--- config.mk ---
export PLATFORM = sky130hd
export DESIGN_NAME = debounce_sync_flat
export DESIGN_NICKNAME = d
export VERILOG_FILES = /design/src/rtl/debounce_sync_if.sv /design/src/rtl/debounce_sync.sv /design/src/flat_wrapper.sv
export SDC_FILE = /design/constraint.sdc
export NUM_CORES = 1
export LEC_CHECK = 0
export BUFFER_PORTS_ARGS = -buffer_cell sky130_fd_sc_hd__buf_4
export CORE_MARGIN = 2
export CORE_UTILIZATION = 30
export DETAILED_ROUTE_END_ITERATION = 12
export HOLD_SLACK_MARGIN = 0.03
export PLACE_DENSITY = 0.55
export SYNTH_ARGS = -nofsm -noshare
export SYNTH_HDL_FRONTEND = slang
export SYNTH_SLANG_ARGS = --single-unit
--- constraint.sdc ---
create_clock -name clk -period 2.2 [get_ports clk]
set_input_delay 0.11 -clock clk [delete_from_list [all_inputs] [get_ports clk]]
set_output_delay 0.11 -clock clk [all_outputs]
set_load 0.02 [all_outputs]
--- src/rtl/debounce_sync_if.sv ---
// Signal bundle between a raw-input source and the debounce_sync conditioning stage.
// The source side drives din/en; the debouncer drives the conditioned level and strobes.
interface debounce_sync_if;
  logic din;
  logic en;
  logic q;
  logic qn;
  logic rise;
  logic fall;
  logic busy;

  modport master (output din, en, input q, qn, rise, fall, busy);
  modport slave  (input din, en, output q, qn, rise, fall, busy);
endinterface

--- src/rtl/debounce_sync.sv ---
// Synchronises an asynchronous level into clk, accepts a new level only after it has been
// stable for STABLE_CNT en ticks, and strobes rise/fall for one cycle on each accepted change.
module debounce_sync #(
    parameter int SYNC_STAGES = 2,
    parameter int CNT_W       = 16,
    parameter int STABLE_CNT  = 1000
) (
    input logic           clk,
    input logic           resn,
    debounce_sync_if.slave bus
);

    if (SYNC_STAGES < 2 || SYNC_STAGES > 4) begin : g_bad_sync
        $error("debounce_sync: SYNC_STAGES must be 2..4");
    end
    if (STABLE_CNT < 1 || longint'(STABLE_CNT) > ((longint'(1) << CNT_W) - 1)) begin : g_bad_cnt
        $error("debounce_sync: STABLE_CNT must be 1..2**CNT_W-1");
    end

    typedef enum logic [1:0] {LOW, CHK_H, HIGH, CHK_L} state_t;

    localparam logic [CNT_W-1:0] LAST = CNT_W'(STABLE_CNT - 1);

    logic [SYNC_STAGES-1:0] sync;
    logic                   ds;
    state_t                 state;
    logic [CNT_W-1:0]       cnt;
    logic                   q_r, qn_r, rise_r, fall_r;

    assign ds = sync[SYNC_STAGES-1];

    // NOTE: all state below updates with non-blocking assignments so every flop samples
    // pre-edge values; the sync chain shift depends on that to delay one stage per clock.
    always_ff @(posedge clk) begin
        if (!resn) begin
            sync   <= '0;
            state  <= LOW;
            cnt    <= '0;
            q_r    <= 1'b0;
            qn_r   <= 1'b1;
            rise_r <= 1'b0;
            fall_r <= 1'b0;
        end else begin
            sync   <= {sync[SYNC_STAGES-2:0], bus.din};
            rise_r <= 1'b0;
            fall_r <= 1'b0;
            // The glitch test is evaluated before qualification in both check states.
            case (state)
                LOW: begin
                    if (ds) begin
                        state <= CHK_H;
                        cnt   <= '0;
                    end
                end
                CHK_H: begin
                    if (!ds) begin
                        state <= LOW;
                    end else if (bus.en && cnt == LAST) begin
                        state  <= HIGH;
                        q_r    <= 1'b1;
                        qn_r   <= 1'b0;
                        rise_r <= 1'b1;
                    end else if (bus.en) begin
                        cnt <= cnt + CNT_W'(1);
                    end
                end
                HIGH: begin
                    if (!ds) begin
                        state <= CHK_L;
                        cnt   <= '0;
                    end
                end
                CHK_L: begin
                    if (ds) begin
                        state <= HIGH;
                    end else if (bus.en && cnt == LAST) begin
                        state  <= LOW;
                        q_r    <= 1'b0;
                        qn_r   <= 1'b1;
                        fall_r <= 1'b1;
                    end else if (bus.en) begin
                        cnt <= cnt + CNT_W'(1);
                    end
                end
                default: state <= LOW;
            endcase
        end
    end

    assign bus.q    = q_r;
    assign bus.qn   = qn_r;
    assign bus.rise = rise_r;
    assign bus.fall = fall_r;
    assign bus.busy = (state == CHK_H) || (state == CHK_L);

endmodule

--- src/flat_wrapper.sv ---
// flat-port wrapper written by rule: the top's interface ports become plain ports
module debounce_sync_flat 
#(
    parameter int SYNC_STAGES = 2,
    parameter int CNT_W       = 16,
    parameter int STABLE_CNT  = 1000
)
  (clk, resn, bus_din, bus_en, bus_q, bus_qn, bus_rise, bus_fall, bus_busy);
  debounce_sync_if bus_i ();
  input logic clk;
  input logic resn;
  input wire logic [$bits(bus_i.din)-1:0] bus_din;
  input wire logic [$bits(bus_i.en)-1:0] bus_en;
  output wire logic [$bits(bus_i.q)-1:0] bus_q;
  output wire logic [$bits(bus_i.qn)-1:0] bus_qn;
  output wire logic [$bits(bus_i.rise)-1:0] bus_rise;
  output wire logic [$bits(bus_i.fall)-1:0] bus_fall;
  output wire logic [$bits(bus_i.busy)-1:0] bus_busy;
  assign bus_i.din = bus_din;
  assign bus_i.en = bus_en;
  assign bus_q = bus_i.q;
  assign bus_qn = bus_i.qn;
  assign bus_rise = bus_i.rise;
  assign bus_fall = bus_i.fall;
  assign bus_busy = bus_i.busy;
  debounce_sync #(.SYNC_STAGES(SYNC_STAGES), .CNT_W(CNT_W), .STABLE_CNT(STABLE_CNT)) u_core (.clk(clk), .resn(resn), .bus(bus_i));
endmodule
Word level (Yosys, flattened, before mapping)
Index checks and enable logic that the tools add are counted.

Bits in registers: 24. Bits in latches: 0. RAM bits: 0. Bits in read-only memories: 0. Input port bits: 4. Output and inout bits: 5. Memories: 0.

Add/subtract/negate cells: 1. Multiply operators: 0. Div/mod/pow operators: 0. Order comparisons: 0. Eq/ne operators: 12. Shift operators: 0. Multiplexer cells: 23. Bitwise logic cells: 2. Reductions and logical operators: 9.

Operator list (count): $mux W16 (6); $pmux W16 S4 (1); $add A16 B1 Y16 const B (1); $eq A16 B10 Y1 const B (1); $mux W2 (6); $ne A2 B1 Y1 const B (4); $pmux W2 S4 (1); $reduce_and A4 Y1 (2); $mux W1 (7); $reduce_and A5 Y1 (1); $eq A2 B2 Y1 const B (2); $ne A2 B2 Y1 const B (2); $pmux W1 S2 (2); $ne A3 B1 Y1 const B (1); $ne A3 B3 Y1 const B (1); $reduce_and A3 Y1 (1); $reduce_or A3 Y1 (1); $eq A2 B1 Y1 const B (1); $logic_not A2 Y1 (1); $not A1 Y1 (2); $reduce_bool A2 Y1 (1); $logic_and A1 B1 Y1 (1); $logic_or A1 B1 Y1 (1).

Depth between registers and ports, before layout
Gate-level depths: netlist of run 1.

Depth in word-level cells: 5. Mapped depth: 7. Gate-level depth less buffers: 5.

Worst setup path before layout of run 1
OpenSTA, ideal clock, no wires.

Path kind: register -> register. Start: reg u_core.cnt[14]. End: reg u_core.q_r (netlist: u_core.bus.q). Data arrival time: 1.687 ns. Data required time: 2.078 ns. Setup slack: 0.391 ns. Cell stages (with the launch flop): 6. Period minus slack after synthesis: 1.809 ns. Cells stage by stage: dfxtp_1 -> or4_4 -> nor4_4 -> buf_6 -> nand2_4 -> a311o_1.

Cells in the longest elaborated chain, start to end: 4. Elaborated cells on any way between the ends: 5. Classes of those cells: 3 x eq/ne; 2 x reduce/logical.

Ends and longest elaborated chain: from (decl) (RTL line debounce_sync.sv:27) `logic [CNT_W-1:0] cnt;`; from (signal assigned) (RTL line debounce_sync.sv:64) `cnt <= cnt + CNT_W'(1);`; from (signal assigned) (RTL line debounce_sync.sv:82) `cnt <= cnt + CNT_W'(1);`; $eq A16 B10 Y1 (*) (RTL line debounce_sync.sv:58, debounce_sync.sv:76); $logic_and A1 B1 Y1 (*) (RTL line debounce_sync.sv:58, debounce_sync.sv:76); $ne A2 B1 Y1 (no source line); $reduce_and A5 Y1 (no source line) (*); to (signal assigned) (RTL line debounce_sync.sv:39) `q_r <= 1'b0;`; to (signal assigned) (RTL line debounce_sync.sv:60) `q_r <= 1'b1;`; to (signal assigned) (RTL line debounce_sync.sv:78) `q_r <= 1'b0;`; to (decl) (RTL line debounce_sync.sv:28) `logic q_r, qn_r, rise_r, fall_r;`.

Mark *: on every way between the ends. The rest lies on a longest branch, timed or not. A chain may end at the register's enable or synchronous reset.

Worst setup path after layout of run 1
Start: reg u_core.cnt[0]. End: reg u_core.cnt[10].

Cells in the longest elaborated chain, start to end: 5. Elaborated cells on any way between the ends: 8. Classes of those cells: 1 x add/sub; 1 x eq/ne; 5 x mux; 1 x reduce/logical.

Ends and longest elaborated chain: $add A16 B1 Y16 or $eq A16 B10 Y1 (tied branches); $mux W16 or $logic_and A1 B1 Y1 (tied branches); $mux W16 (*) (RTL line debounce_sync.sv:58) `end else if (bus.en && cnt == LAST) begin`; $mux W16, on equally long branches (RTL line debounce_sync.sv:74, debounce_sync.sv:56); $pmux W16 S4 (*) (RTL line debounce_sync.sv:48) `case (state)`.

Mark *: on every way between the ends. The rest lies on a longest branch, timed or not. The select of a mux whose other input is x is not followed.

==> flow_summary_export.csv, run 1 <==
group,metric,value,unit
run_status,status,"finished clean",
clock_network,cts_tree,"yes",
timing,rsz0062_at_grt,"no",
layout,fillers,390,
floorplanning,die_y,67.4,um
yosys,synth_area,0.00121,mm^2
clock_network,clockRootBuffer,"clkbuf_8",
setup_path,endpoint_kind,"flop",
layout,layout_common_cells,"dfxtp_1 (24), buf_4 (15), a21oi_1 (13), nand3_1 (8), o31ai_1 (8)",
clock_network,path_clk_slew,0.08,ns
setup_path,worstPathArrival,2.20,ns
setup_path,slowest_delay,0.49,ns
layout,final_util,35.4,%
detailed_routing,vias,1091,
detailed_routing,final_antenna_net_count,0,
setup_path,crit_path_max_fanout,6,
timing,period_needed,2.00,ns
timing,fin_tns_setup,0,ns
layout,design_area,0.00140,mm^2
floorplanning,io_pins,9,
setup_path,worst_path_max_delay_cell,"or4_1",
clock_network,cts_buffers,3,
grt,grt_pass1_wl,4480,um
grt,grt.total_usage,12.9,%
yosys,synth_top_family_by_area,"simple AND/OR/NAND/NOR gates",
power_and_ir_drop,ir_worst_vdd,0.414,mV
setup_path,crit_chain,"ha_1 -> nand3_1 -> or3_1 -> or4_1 -> a21oi_1",
grt,grt_pass1_vias,967,
yosys,yosys.area_share.simple,32.0,%
worst_hold_path,hold_depth,2,
yosys,synth_area_leaders,"dfxtp_1 (40%), a21oi_1 (5.4%), o31ai_1 (5.0%)",
placed_design,placed_area,0.00134,mm^2
floorplanning,core.rowCount,23,
setup_path,worst-path-stages,5,
yosys,synth_nets,138,
placed_design,port_buffers,8,
layout,final_common_cell,"dfxtp_1",
detailed_routing,first_pass_iters,4,
floorplanning,fp.coreArea,0.00394,mm^2
clock_network,cts_sinks,24,
yosys,yosys.cell_types.count,40,
yosys,synth-seq-cells,24,
yosys,yosys_warnings,0,
floorplanning,initial_core_util,30.6,%
yosys,postSynth.asyncResetShare,0,%
floorplanning,die-area,0.00454,mm^2
timing,finClkSkew,0.00225,ns
timing,fmax,501,MHz
setup_path,crit_required,2.41,ns
placed_design,hpwlAfterDp,1950,um
clock_network,cts_htree_levels,1,
clock_network,post_cts_resized,0,
setup_path,critical_path_class,"reg -> reg",
detailed_routing,wirelength,2640,um
floorplanning,die_x,67.4,um
yosys,synth_edf_count,0,
clock_network,clk_latency,0.27,ns
job,maxCapViolCount,0,
yosys,synth_xor_area_share,2.80,%
setup_path,reg2reg_depth,5,
setup_path,startpoint_type,"flop",
power_and_ir_drop,power_leakage,0.467,nW
timing,max-slew-margin-rel,63.5,%
detailed_routing,drc,0,
timing,fin_crit_sh,90.8,%
worst_hold_path,hold_path.class,"in -> reg",
setup_path,critical_path_buf_inv_count,0,
detailed_routing,avgViaCountPerCell,5.57,
placed_design,place.gp.congestion,0.807,
clock_network,cts_max_path_buffers,2,
layout,antennaDiodeCount,0,
timing,slew_violations,0,
yosys,yosysTopAreaCellShare,39.8,%
yosys,avgSynthCellArea,9.07,um^2
grt,antenna_found_initial,0,
grt,grt_max_degree,14,
yosys,synth_compound_area_share,19.6,%
setup_path,crit_family,"simple AND/OR/NAND/NOR gates",
detailed_routing,drt-initial-drc-count,93,
layout,fin_nets,152,
yosys,ys_seq_area_share,39.8,%
timing,finalSetupViolCount,0,
yosys,synth_top_area_cell,"dfxtp_1",
detailed_routing,post_drt_wl_per_cell,13.5,um
yosys,synth_adder_area_share,1.04,%
power_and_ir_drop,p_per_area,581,mW/mm^2
yosys,muxShareOfSynthArea,0,%
clock_network,cts_setup_buffers,0,
yosys,synthFlopType,"dfxtp_1",
layout,drive_gt1_share,20.5,%
yosys,netlist_instances,133,
timing,hold_viol,0,
timing,tightest_slew,0.541,ns
clock_network,hold_buffers,0,
layout,areaGrowthSynthToFinish,15.9,%
grt,grt_overflow,0,
[kinds of logic after synthesis]
logic type,after synthesis
buffers and inverters,11
AOI/OAI and AO/OA,36
xor gates and xnor gates,3
and+or+nand+nor,58
DFF,24
adders and majority gates,1
[registers in the layout, summed over array words and instances, names as in the netlist, named ones only]
register and cells:
u_core.bus.q 1, u_core.bus.rise 1, u_core.cnt 16, u_core.sync 2, u_core.state 1, u_core.bus.qn 1, u_core.bus.fall 1
[layout make-up]
cell class	count	area, um^2	share of cell area, %
clock buffers	4	55.1	3.94
inverters	5	18.8	1.34
multi-input cells	98	668	47.8
well taps	50	62.6	4.48
flip-flops and latches	24	480	34.4
repair buffers	15	113	8.06
[stage by stage]
stage / instances / total power (W) / setup slack, ns / hold slack (ns)
after floorplan: 133 / 0.000491 / 0.391 / 0.225
after CTS: 196 / 0.000822 / 0.214 / 0.0504
after global routing: 196 / 0.000849 / 0.0423 / 0.0570
after global placement: 192 / 0.000521 / 0.303 / 0.343
after detailed placement: 192 / 0.000521 / 0.230 / 0.336
final: 196 / 0.000813 / 0.203 / 0.0504
[path summary, 6_finish.rpt]
path / start / end / slack (ns)
worst max-delay path: u_core.cnt[0] / u_core.cnt[10] / 0.20
worst min-delay path: bus_din / u_core.sync[0] / 0.05
worst max register to register: u_core.cnt[0] / u_core.cnt[10] / 0.20
worst min register to register: u_core.sync[0] / u_core.sync[1] / 0.44
[synthesized netlist by cell type (2+ instances only)]
library cell  count
a211oi_1          2
a21oi_1          13
and2_1            4
and3_1            3
and4_1            3
buf_6             2
clkbuf_1          3
dfxtp_1          24
inv_1             5
nand2_1           6
nand3_1           8
nand4_1           6
nor2_1            4
nor4_1            2
o21ai_0           5
o31ai_1           8
or3_1             4
or4_1             6
or4_2             2
or4_4             2
xnor2_1           2
[power breakdown]
group          internal (W)  switching [W]
combinational     0.0000255      0.0000350
clock              0.000160       0.000142
sequential         0.000443     0.00000758
total              0.000628       0.000184
[metal layers]
layer  up-vias  track usage [%]  wire (um)
met5         -                0          0
met4         0             3.32         18
met3         2             3.50         94
met2        21             20.2       1230
met1       525             17.7       1290
li1        543                -          -
(Power assumes the default switching activity.)
==> run 2: changes to the inputs <==
--- a/config.mk
+++ b/config.mk
@@ -7,10 +7,10 @@
 export LEC_CHECK = 0
 export BUFFER_PORTS_ARGS = -buffer_cell sky130_fd_sc_hd__buf_4
 export CORE_MARGIN = 2
-export CORE_UTILIZATION = 30
+export CORE_UTILIZATION = 40
 export DETAILED_ROUTE_END_ITERATION = 12
 export HOLD_SLACK_MARGIN = 0.03
-export PLACE_DENSITY = 0.55
+export PLACE_DENSITY = 0.66
 export SYNTH_ARGS = -nofsm -noshare
 export SYNTH_HDL_FRONTEND = slang
 export SYNTH_SLANG_ARGS = --single-unit
==> flow_summary_export.csv, run 2 (same netlist as run 1, synthesis figures left out) <==
group,metric,value,unit
floorplanning,die_y,58.9,um
clock_network,cts_htree_levels,1,
detailed_routing,vias,1074,
setup_path,reg2reg_slack,0.18,ns
setup_path,r2r-end,"u_core.cnt[14]",
floorplanning,core.rowCount,19,
layout,fillers,283,
detailed_routing,post_drt_wl_per_cell,14.4,um
layout,largest_reg_flops,16,
power_and_ir_drop,p_per_area,521,mW/mm^2
setup_path,endpoint_kind,"flop",
layout,seqCellArea,480,um^2
grt,grt_max_degree,16,
clock_network,cts_buffers,3,
setup_path,startpoint,"u_core.cnt[0]",
detailed_routing,final_antenna_net_count,0,
timing,period_needed,2.02,ns
timing,slew_violations,0,
timing,finalSetupViolCount,0,
layout,antennaDiodeCount,0,
job,maxCapViolCount,0,
setup_path,crit_required,2.44,ns
setup_path,startpoint_type,"flop",
timing,fin_tns_setup,0,ns
clock_network,post_cts_resized,0,
detailed_routing,wirelength,2540,um
floorplanning,die-area,0.00347,mm^2
layout,areaGrowthSynthToFinish,11.4,%
layout,final_common_cell,"dfxtp_1",
layout,drive_gt1_share,19.3,%
detailed_routing,avgViaCountPerCell,6.10,
power_and_ir_drop,power_leakage,0.451,nW
clock_network,cts_max_path_buffers,2,
clock_network,cts_tree,"yes",
setup_path,crit_path_max_fanout,6,
clock_network,cts_sinks,24,
floorplanning,die_x,58.9,um
timing,tightest_slew,0.561,ns
setup_path,critical_path_class,"reg -> reg",
clock_network,path_clk_slew,0.13,ns
setup_path,cp-endpoint,"u_core.cnt[14]",
placed_design,port_buffers,8,
placed_design,place.gp.congestion,0.812,
grt,grt_pass1_vias,1011,
setup_path,reg2reg_depth,5,
timing,fmax,495,MHz
detailed_routing,first_pass_iters,4,
timing,rsz0062_at_grt,"no",
grt,antenna_found_initial,0,
timing,fin_crit_sh,91.9,%
placed_design,hpwlAfterDp,1890,um
floorplanning,initial_core_util,43.0,%
timing,finClkSkew,0.00795,ns
clock_network,clk_latency,0.31,ns
grt,grt_overflow,0,
setup_path,r2r_start,"u_core.cnt[0]",
layout,largestRegisters,"u_core.cnt x16, u_core.sync x2",
timing,whs,0.0569,ns
worst_hold_path,hold_depth,2,
detailed_routing,drc,0,
power_and_ir_drop,design_power_total,0.000701,W
timing,max-slew-margin-rel,62.1,%
power_and_ir_drop,ir_worst_vdd,0.330,mV
clock_network,clockRootBuffer,"clkbuf_4",
setup_path,worstPathArrival,2.27,ns
layout,layout_common_cells,"dfxtp_1 (24), buf_4 (14), a21oi_1 (13), nand3_1 (8), o31ai_1 (8)",
run_status,status,"finished clean",
layout,top_register,"u_core.cnt",
grt,grt_pass1_wl,4530,um
floorplanning,io_pins,9,
worst_hold_path,hold_path.class,"in -> reg",
grt,grt.total_usage,16.7,%
floorplanning,fp.coreArea,0.00281,mm^2
layout,fin_nets,152,
timing,hold_viol,0,
detailed_routing,drt-initial-drc-count,40,
layout,multi_input_area,668,um^2
## run 2: cell count changes in the layout (fill, tap and decap cells not counted), sizes merged
cell	delta
buf	-1
clkbuf	-1
dlygate4sd3	+1
## run 2: critical path: stages (launching register included)
cell     delay [ns]
dfxtp_1        0.41
ha_1           0.27
nand3_1        0.17
or3_1          0.46
or4_1          0.50
a21oi_1        0.15
## run 2: worst min-delay path by stage
stage                     startpoint        endpoint  slack [ns]
after floorplan                 resn   u_core.bus.qn        0.23
after global placement       bus_din  u_core.sync[0]        0.32
after detailed placement     bus_din  u_core.sync[0]        0.32
after CTS                       resn   u_core.bus.qn        0.04
after global routing            resn   u_core.bus.qn        0.04
final                           resn   u_core.bus.qn        0.06
## run 2: metrics by stage
step	setup WS (ns)	util, %	instances	area, um^2
6_report	0.178	47.9	176	1340
5_1_grt	0.0641	47.9	176	1340
3_3_place_gp	0.282	46.7	172	1310
2_1_floorplan	0.391	-	133	1210
3_5_place_dp	0.219	46.7	172	1310
4_1_cts	0.195	47.9	176	1340
## run 2: routing by layer
metal / vias to the layer above / track usage [%] / share of wire [%]
met4: 0 / 4.22 / 0.67
met2: 19 / 27.1 / 49
met3: 2 / 3.96 / 3.5
met5: - / 0 / 0
li1: 541 / - / -
met1: 512 / 22.4 / 46
## run 2: repair_timing
item	4_1_cts	5_1_grt
hold buffers	1	0
buffers inserted	0	0
hold endpoints to repair	1	0
## run 2: area by class of cell
class                   instances  area share [%]
well taps                      31            2.89
repair buffers                 15            8.57
inverters                       5            1.40
clock buffers                   3            1.68
flip-flops and latches         24            35.8
multi-input cells              98            49.7
## run 2: where the power goes
group          internal, W  switching [W]
clock network    0.0000640       0.000124
logic            0.0000266      0.0000346
registers         0.000443     0.00000794
==> run 3: changes to the inputs <==
--- a/config.mk
+++ b/config.mk
@@ -10,6 +10,7 @@
 export CORE_UTILIZATION = 40
 export DETAILED_ROUTE_END_ITERATION = 12
 export HOLD_SLACK_MARGIN = 0.03
+export MAX_ROUTING_LAYER = met4
 export PLACE_DENSITY = 0.66
 export SYNTH_ARGS = -nofsm -noshare
 export SYNTH_HDL_FRONTEND = slang
==> flow_summary_export.csv, run 3 (same netlist as run 1, synthesis figures left out) <==
group,metric,value,unit
run_status,status,"finished clean",
detailed_routing,avgViaCountPerCell,6.13,
placed_design,port_buffers,8,
layout,final_util,47.9,%
setup_path,crit_required,2.45,ns
setup_path,crit_path_max_fanout,6,
timing,fin_tns_setup,0,ns
detailed_routing,final_antenna_net_count,0,
layout,largestRegisters,"u_core.cnt x16, u_core.sync x2",
setup_path,r2r_start,"u_core.cnt[0]",
clock_network,clockRootBuffer,"clkbuf_4",
timing,period_needed,2.02,ns
power_and_ir_drop,design_power_total,0.000702,W
clock_network,cts_tree,"yes",
power_and_ir_drop,p_per_area,523,mW/mm^2
setup_path,startpoint_type,"flop",
detailed_routing,post_drt_wl_per_cell,14.4,um
grt,grt_pass1_vias,1010,
timing,finalSetupViolCount,0,
detailed_routing,vias,1079,
placed_design,dp.cells,172,
clock_network,clk_latency,0.31,ns
clock_network,cts_sinks,24,
worst_hold_path,hold_path.class,"in -> reg",
setup_path,r2r-end,"u_core.cnt[14]",
layout,fin_nets,152,
layout,stdcell_count,176,
floorplanning,die_x,58.9,um
grt,antenna_found_initial,0,
layout,top_register,"u_core.cnt",
detailed_routing,drc,0,
worst_hold_path,hp-start,"resn",
placed_design,place.gp.congestion,0.824,
layout,areaGrowthSynthToFinish,11.4,%
job,maxCapViolCount,0,
clock_network,cts_buffers,3,
worst_hold_path,hold_depth,2,
timing,fmax,495,MHz
floorplanning,fp.coreArea,0.00281,mm^2
timing,rsz0062_at_grt,"no",
grt,grt_max_degree,16,
timing,slew_violations,0,
layout,drive_gt1_share,19.3,%
detailed_routing,first_pass_iters,4,
setup_path,reg2reg_slack,0.18,ns
timing,max-slew-margin-rel,62.1,%
layout,layout_common_cells,"dfxtp_1 (24), buf_4 (14), a21oi_1 (13), nand3_1 (8), o31ai_1 (8)",
timing,finClkSkew,0.00619,ns
clock_network,path_clk_slew,0.13,ns
detailed_routing,drt-initial-drc-count,27,
grt,grt.total_usage,17.2,%
floorplanning,io_pins,9,
floorplanning,die_y,58.9,um
setup_path,worstPathArrival,2.27,ns
timing,worst_slack,0.179,ns
timing,hold_viol,0,
clock_network,post_cts_resized,0,
clock_network,cts_max_path_buffers,2,
setup_path,critical_path_class,"reg -> reg",
power_and_ir_drop,power_leakage,0.451,nW
timing,fin_crit_sh,91.8,%
layout,antennaDiodeCount,0,
clock_network,cts_htree_levels,1,
placed_design,dp_slack,0.219,ns
power_and_ir_drop,ir_worst_vdd,0.334,mV
grt,grt_pass1_wl,4520,um
setup_path,endpoint_kind,"flop",
layout,largest_reg_flops,16,
timing,tightest_slew,0.561,ns
floorplanning,initial_core_util,43.0,%
placed_design,hpwlAfterDp,1890,um
layout,final_common_cell,"dfxtp_1",
floorplanning,core.rowCount,19,
grt,grt_overflow,0,
worst_hold_path,hold_end,"u_core.bus.qn",
detailed_routing,wirelength,2530,um
setup_path,reg2reg_depth,5,
floorplanning,die-area,0.00347,mm^2
run 3: cell counts in the layout (fill, tap and decap cells not counted):
Identical to the previous run, type by type.
run 3: power breakdown:
group	internal (W)	switching, W
Sequential	0.000443	0.00000802
Combinational	0.0000266	0.0000345
Clock	0.0000640	0.000126
run 3: metal layers:
metal	wire length, um	up-vias	GRT usage, %	part of all wire (%)
met2	1270	15	27.1	50
li1	-	542	-	-
met4	17	0	4.22	0.67
met5	0	-	-	0
met3	74	2	3.96	2.9
met1	1170	520	22.4	46
run 3: area by class of cell:
class | count | area (um^2)
inverters | 5 | 18.8
fillers | 283 | 1460
flip-flops and latches | 24 | 480
well taps | 31 | 38.8
clock buffers | 3 | 22.5
repair buffers | 15 | 115
multi-input cells | 98 | 668
run 3: worst max path at each step:
stage                     slack, ns        endpoint            from
final                          0.18  u_core.cnt[14]   u_core.cnt[0]
after global placement         0.28  u_core.cnt[14]   u_core.cnt[0]
after global routing           0.06  u_core.cnt[14]   u_core.cnt[0]
after CTS                      0.20  u_core.cnt[14]   u_core.cnt[0]
after floorplan                0.39    u_core.bus.q  u_core.cnt[14]
after detailed placement       0.22  u_core.cnt[14]   u_core.cnt[0]
run 3: critical path: stages, from the launching register on:
cell     delay, ns
dfxtp_1       0.40
ha_1          0.28
nand3_1       0.17
or3_1         0.46
or4_1         0.50
a21oi_1       0.15
run 3: stage by stage:
step | area, um^2 | hold WS [ns]
detailed placement | 1310 | 0.322
global route | 1340 | 0.0447
global placement | 1310 | 0.323
floorplan | 1210 | 0.225
CTS | 1340 | 0.0430
finish | 1340 | 0.0514
run 3: repair_timing:
item	CTS	global route
hold buffers	1	0
setup buffers	0	0
hold endpoints to repair	1	0
